===== src/rtl/mem_access_stage.sv =====
// MEM pipeline stage: services loads/stores over a req/ack data-memory port,
// stalls upstream while a request is outstanding, and registers the MEM/WB bundle.
module mem_access_stage #(
    parameter int DATA_W      = 32,
    parameter int TIMEOUT_CYC = 64
) (
    input  logic              clk_i,
    input  logic              rst_i,
    input  logic [DATA_W-1:0] ALUres_i,
    input  logic              RegWrite_i,
    input  logic              MemtoReg_i,
    input  logic              MemRead_i,
    input  logic              MemWrite_i,
    input  logic [DATA_W-1:0] RS2data_i,
    input  logic [4:0]        RDaddr_i,
    output logic              stall_o,
    output logic              mem_req_o,
    output logic              mem_we_o,
    output logic [DATA_W-1:0] mem_addr_o,
    output logic [DATA_W-1:0] mem_wdata_o,
    input  logic              mem_ack_i,
    input  logic [DATA_W-1:0] mem_rdata_i,
    output logic [DATA_W-1:0] ALUres_o,
    output logic [DATA_W-1:0] MemData_o,
    output logic              RegWrite_o,
    output logic              MemtoReg_o,
    output logic [4:0]        RDaddr_o,
    output logic              misalign_o,
    output logic              err_o
);

    localparam int CNT_W = (TIMEOUT_CYC > 2) ? $clog2(TIMEOUT_CYC) : 1;
    localparam logic [CNT_W-1:0] CNT_LAST = CNT_W'(TIMEOUT_CYC - 1);

    typedef enum logic [0:0] {
        IDLE = 1'b0,
        BUSY = 1'b1
    } state_t;

    state_t            stateR;
    logic [CNT_W-1:0]  cntR;
    logic [DATA_W-1:0] aluR;
    logic              regWriteR;
    logic              memtoRegR;
    logic [4:0]        rdR;

    logic memopS;
    logic alignedS;
    logic timeoutS;
    logic stallS;

    function automatic logic [DATA_W-1:0] wordAlign(input logic [DATA_W-1:0] addr);
        wordAlign = {addr[DATA_W-1:2], 2'b00};
    endfunction

    assign memopS   = MemRead_i | MemWrite_i;
    assign alignedS = (ALUres_i[1:0] == 2'b00);
    assign timeoutS = (cntR == CNT_LAST);
    assign stall_o  = stallS;

    // Upstream freeze: held while a request is pending, released on ack or abort.
    always_comb begin
        stallS = 1'b0;
        case (stateR)
            IDLE: begin
                if (memopS && alignedS) begin
                    stallS = 1'b1;
                end else begin
                    stallS = 1'b0;
                end
            end
            BUSY: begin
                if (mem_ack_i) begin
                    stallS = 1'b0;
                end else if (timeoutS) begin
                    stallS = 1'b0;
                end else begin
                    stallS = 1'b1;
                end
            end
            default: stallS = 1'b0;
        endcase
    end

    // Request FSM, timeout counter and MEM/WB pipeline register.
    always_ff @(posedge clk_i) begin
        if (rst_i) begin
            stateR      <= IDLE;
            cntR        <= '0;
            aluR        <= '0;
            regWriteR   <= 1'b0;
            memtoRegR   <= 1'b0;
            rdR         <= 5'd0;
            mem_req_o   <= 1'b0;
            mem_we_o    <= 1'b0;
            mem_addr_o  <= '0;
            mem_wdata_o <= '0;
            ALUres_o    <= '0;
            MemData_o   <= '0;
            RegWrite_o  <= 1'b0;
            MemtoReg_o  <= 1'b0;
            RDaddr_o    <= 5'd0;
            misalign_o  <= 1'b0;
            err_o       <= 1'b0;
        end else begin
            misalign_o <= 1'b0;
            case (stateR)
                IDLE: begin
                    cntR <= '0;
                    if (!memopS) begin
                        ALUres_o   <= ALUres_i;
                        RegWrite_o <= RegWrite_i;
                        MemtoReg_o <= MemtoReg_i;
                        RDaddr_o   <= RDaddr_i;
                        MemData_o  <= '0;
                    end else if (alignedS) begin
                        // A store wins when both read and write are flagged.
                        mem_req_o   <= 1'b1;
                        mem_we_o    <= MemWrite_i;
                        mem_addr_o  <= wordAlign(ALUres_i);
                        mem_wdata_o <= RS2data_i;
                        aluR        <= ALUres_i;
                        regWriteR   <= RegWrite_i;
                        memtoRegR   <= MemtoReg_i;
                        rdR         <= RDaddr_i;
                        RegWrite_o  <= 1'b0;
                        MemtoReg_o  <= 1'b0;
                        stateR      <= BUSY;
                    end else begin
                        misalign_o <= 1'b1;
                        RegWrite_o <= 1'b0;
                        MemtoReg_o <= 1'b0;
                    end
                end
                BUSY: begin
                    if (mem_ack_i) begin
                        mem_req_o  <= 1'b0;
                        ALUres_o   <= aluR;
                        RegWrite_o <= regWriteR;
                        MemtoReg_o <= memtoRegR;
                        RDaddr_o   <= rdR;
                        MemData_o  <= mem_we_o ? '0 : mem_rdata_i;
                        cntR       <= '0;
                        stateR     <= IDLE;
                    end else if (timeoutS) begin
                        mem_req_o  <= 1'b0;
                        err_o      <= 1'b1;
                        RegWrite_o <= 1'b0;
                        MemtoReg_o <= 1'b0;
                        cntR       <= '0;
                        stateR     <= IDLE;
                    end else begin
                        RegWrite_o <= 1'b0;
                        MemtoReg_o <= 1'b0;
                        cntR       <= cntR + CNT_W'(1);
                    end
                end
                default: begin
                    mem_req_o <= 1'b0;
                    cntR      <= '0;
                    stateR    <= IDLE;
                end
            endcase
        end
    end

endmodule

===== config.mk =====
export PLATFORM = sky130hd
export DESIGN_NAME = mem_access_stage
export DESIGN_NICKNAME = d
export VERILOG_FILES = /design/src/rtl/mem_access_stage.sv
export SDC_FILE = /design/constraint.sdc
export NUM_CORES = 1
export LEC_CHECK = 0
export BUFFER_PORTS_ARGS = -buffer_cell sky130_fd_sc_hd__buf_2
export CAP_MARGIN = 25
export CORE_AREA = 3 3 136 138
export CTS_BUF_LIST = sky130_fd_sc_hd__clkbuf_16
export CTS_CLUSTER_SIZE = 24
export DETAILED_ROUTE_END_ITERATION = 10
export DIE_AREA = 0 0 139 141
export PLACE_DENSITY = 0.74
export SETUP_SLACK_MARGIN = 0.15
export SYNTH_ARGS = -nofsm -noshare
export SYNTH_HDL_FRONTEND = slang
export SYNTH_SLANG_ARGS = --single-unit

===== constraint.sdc =====
create_clock -name clk_i -period 1.96 [get_ports clk_i]
set_input_delay 0.098 -clock clk_i [delete_from_list [all_inputs] [get_ports clk_i]]
set_output_delay 0.098 -clock clk_i [all_outputs]
set_load 0.05 [all_outputs]

==> summary.txt <==
Status
  • Status: complete, no violations

Synth
  • Synth Register Bits: 153
  • Async S/R FF share, synth: 0
  • EDFF count, synth: 0
  • Synth warnings: 0
  • Distinct cell type count after synthesis: 35
  • Synth Instances: 679
  • Post-Syn Area: 0.00689 sq mm
  • Ys flop type: dfxtp_1
  • Post-synthesis sequential area ratio: 0.445
  • Mean Syn Cell Area: 10.1 sq um

Placed design
  • HPWL after detailed placement: 11,600 microns
  • Post-Place Setup Slack: 0.371 ns
  • Port-buffer cells: 245
  • Gp weighted congestion: 0.760

STA
  • RSZ-0062 raised after global routing: no
  • Final Hold Fails: 0
  • Slew HR: 0.591
  • FMAX: 592 MHz
  • Slew Limit Fails: 0
  • Minimum clock period: 1.69 ns
  • Setup Skew: 0.00817 ns
  • Setup-failing EPs final: 0
  • Min setup slack post-route: 0.271 ns
  • Post-route clock period utilization: 0.862
  • Slew at the pin closest to its max-slew limit: 0.613 ns
  • Setup TNS: 0 ns

Clock network
  • Clock sink count: 153
  • Maximum level of the CTS H-tree: 4
  • CTS max path bufs: 2
  • Clk root buf: clkbuf_16
  • Worst-Skew Late Latency: 0.42 ns
  • Worst-path clk slew: 0.06 ns
  • TritonCTS buffer count: 17
  • CTS tree: built

Global route
  • First-pass GRT wire length: 31,700 microns
  • Largest net degree at the start of global routing: 120
  • Total grt overflow: 0
  • Initial antenna violation count: 1
  • Number of global-route vias before repair: 6,175
  • Total GRT Usage: 0.196

Detailed routing
  • Drt total wl: 19,300 microns
  • Via count: 6,006
  • Post-route ant nets: 0
  • Drt pass-1 iters: 4
  • Starting DRC count in detailed routing: 340
  • WL/cell: 16.0 microns
  • Vias/cell: 4.98
  • Drt drc: 0

Floorplan
  • Die ar.: 0.0196 sq mm
  • Initial Utilization: 0.398
  • Die Y: 141 microns
  • Core Rows: 48
  • # IOs: 248
  • Core area: 0.0173 sq mm
  • Die width: 139 microns

Critical path
  • Reg2reg end: MemData_o[28]
  • Required @ worst endpoint: 1.86 ns
  • CP Launch Type: register
  • CP Class: reg -> out
  • Crit path DAT: 1.59 ns
  • CP endpoint kind: output port
  • Worst-path maximum fanout: 6
  • R2R depth: 4
  • CP startpoint: stateR
  • Reg2reg setup slack: 0.35 ns
  • Crit Reg-Reg Startpoint: stateR

Power and ir drop
  • P_sw: 2580 uW
  • Pwr per Cell Area: 835 mW/mm^2
  • Switching Fraction: 0.318
  • LEAKAGE: 0.00409 uW
  • Comb pwr share: 0.193
  • Reg power frac: 0.412
  • Max IR drop VDD: 600 uV
  • Pint: 5530 uW
  • Clock share of power: 0.395

Final layout
  • Share of layout cells above drive strength 1: 0.315
  • Area delta synth->final: 40.9%
  • Final-stage net count: 1,076
  • # fillers: 1,478
  • Final Util: 0.561

Worst hold path
  • WHS Path Cells: 4
  • HP Class: in -> reg
  • Hold Path End: mem_req_o
  • Hold path start: mem_ack_i

Run
  • Max-cap violation count: 0
==> layout make-up <==
type / instances / area (sq um) / area share
clock buffer: 17 / 425 / 0.0438
antenna: 1 / 2.50 / 0.000258
sequential: 153 / 3060 / 0.316
tap: 225 / 282 / 0.0290
multi-input combinational: 428 / 3310 / 0.341
inverter: 4 / 15.0 / 0.00155
timing repair buffer: 363 / 2460 / 0.253
clock inverter: 15 / 159 / 0.0164
==> worst max-delay path by stage <==
stage	slack [ns]	to	cells past startpoint
3_5_place_dp	0.37	MemData_o[28]	4
6_report	0.27	stall_o	5
4_1_cts	0.15	stall_o	5
3_3_place_gp	0.40	MemData_o[31]	4
5_1_grt	0.16	stall_o	5
2_1_floorplan	0.29	stall_o	6
==> registers in the layout, summed over array words and instances, names as in the netlist <==
name / flops
RDaddr_o: 5
memtoRegR: 1
mem_wdata_o: 32
aluR: 32
mem_req_o: 1
MemData_o: 32
rdR: 5
RegWrite_o: 1
MemtoReg_o: 1
ALUres_o: 32
stateR: 1
regWriteR: 1
mem_we_o: 1
misalign_o: 1
err_o: 1
cntR: 6
==> timing repair <==
| action | CTS | global route |
|---|---|---|
| endpoints found under the setup margin | 1 | 1 |
| gates resized for setup | 1 | 3 |
| hold buffers | 104 | 0 |
| pin swaps | 1 | 1 |
| buffers inserted | 1 | 0 |
| hold endpoints to repair | 105 | 0 |
==> power by group through the flow <==
stage	clock, uW	combinational, uW	sequential (uW)
finish	3210	1560	3340
global route	3450	1650	3360
CTS	3300	1560	3340
detailed placement	0	1390	3410
global placement	0	1380	3410
floorplan	0	664	3780
==> metrics by stage <==
stage	power, uW	instance area (sq um)	hold WS, ns	std cells
finish	8110	9710	0.0392	1206
global route	8470	9710	0.0467	1206
CTS	8200	9700	0.0110	1205
detailed placement	4800	8060	0.320	1068
global placement	4780	8060	0.315	1068
floorplan	4450	6890	0.233	680
==> kinds of logic after synthesis <==
group,Yosys count,share of synthesized area
XOR/XNOR,3,0.00381
AND/OR/NAND/NOR,234,0.215
multiplexers,107,0.155
adder cells (fa/ha/maj),1,0.00182
buffers and inverters,99,0.0794
flip-flops,153,0.445
other,1,0.000544
AO/OA/AOI/OAI,81,0.0997
==> layout by cell type (no fill, tap or decap), types with 2 or more instances in the layout <==
cell type and instances:
nand3_1 4, buf_2 243, a21oi_1 2, nor4b_1 32, buf_12 6, dfxtp_1 152, clkinv_8 3, nor3b_1 2
inv_8 3, a31o_1 33, conb_1 2, a211oi_1 27, inv_1 4, dlygate4sd3_1 104, clkbuf_16 17, a22oi_1 2
nand2b_1 140, mux2i_1 107, nor3_1 38, xor2_1 2, o21ai_1 2, inv_6 5, clkinvlp_4 2, clkinv_4 2
buf_4 9, a211oi_2 10, nor2_1 8
==> synth_stat cells, types with 2 or more instances <==
library cell | count | area share
o21bai_1 | 2 | 0.0022
nor3_1 | 39 | 0.028
clkbuf_1 | 39 | 0.021
a211oi_2 | 10 | 0.018
a21oi_1 | 2 | 0.0015
mux2i_1 | 107 | 0.16
a22oi_1 | 2 | 0.0022
inv_1 | 4 | 0.0022
nor2_1 | 8 | 0.0044
buf_6 | 4 | 0.0065
a31o_1 | 33 | 0.042
buf_2 | 20 | 0.015
buf_4 | 32 | 0.035
nor3b_1 | 3 | 0.0033
o21ai_1 | 2 | 0.0015
a211oi_1 | 27 | 0.029
nand3_1 | 4 | 0.0029
xor2_1 | 2 | 0.0025
nor4b_1 | 32 | 0.041
dfxtp_1 | 153 | 0.44
nand2b_1 | 140 | 0.13
==> critical path, cell delays in order (launching register included) <==
cell and delay [ns]:
dfxtp_2 0.35, o21bai_2 0.22, nor3_2 0.15, buf_4 0.15, a31o_1 0.13, buf_6 0.17
==> per-layer routing <==
layer,up-vias,global-route usage,routed length [microns]
met5,-,0,0
li1,2927,-,-
met4,0,0.0968,693
met2,208,0.327,9260
met1,2821,0.233,8240
met3,50,0.0566,1110
Power figures use the tool's default switching activity.
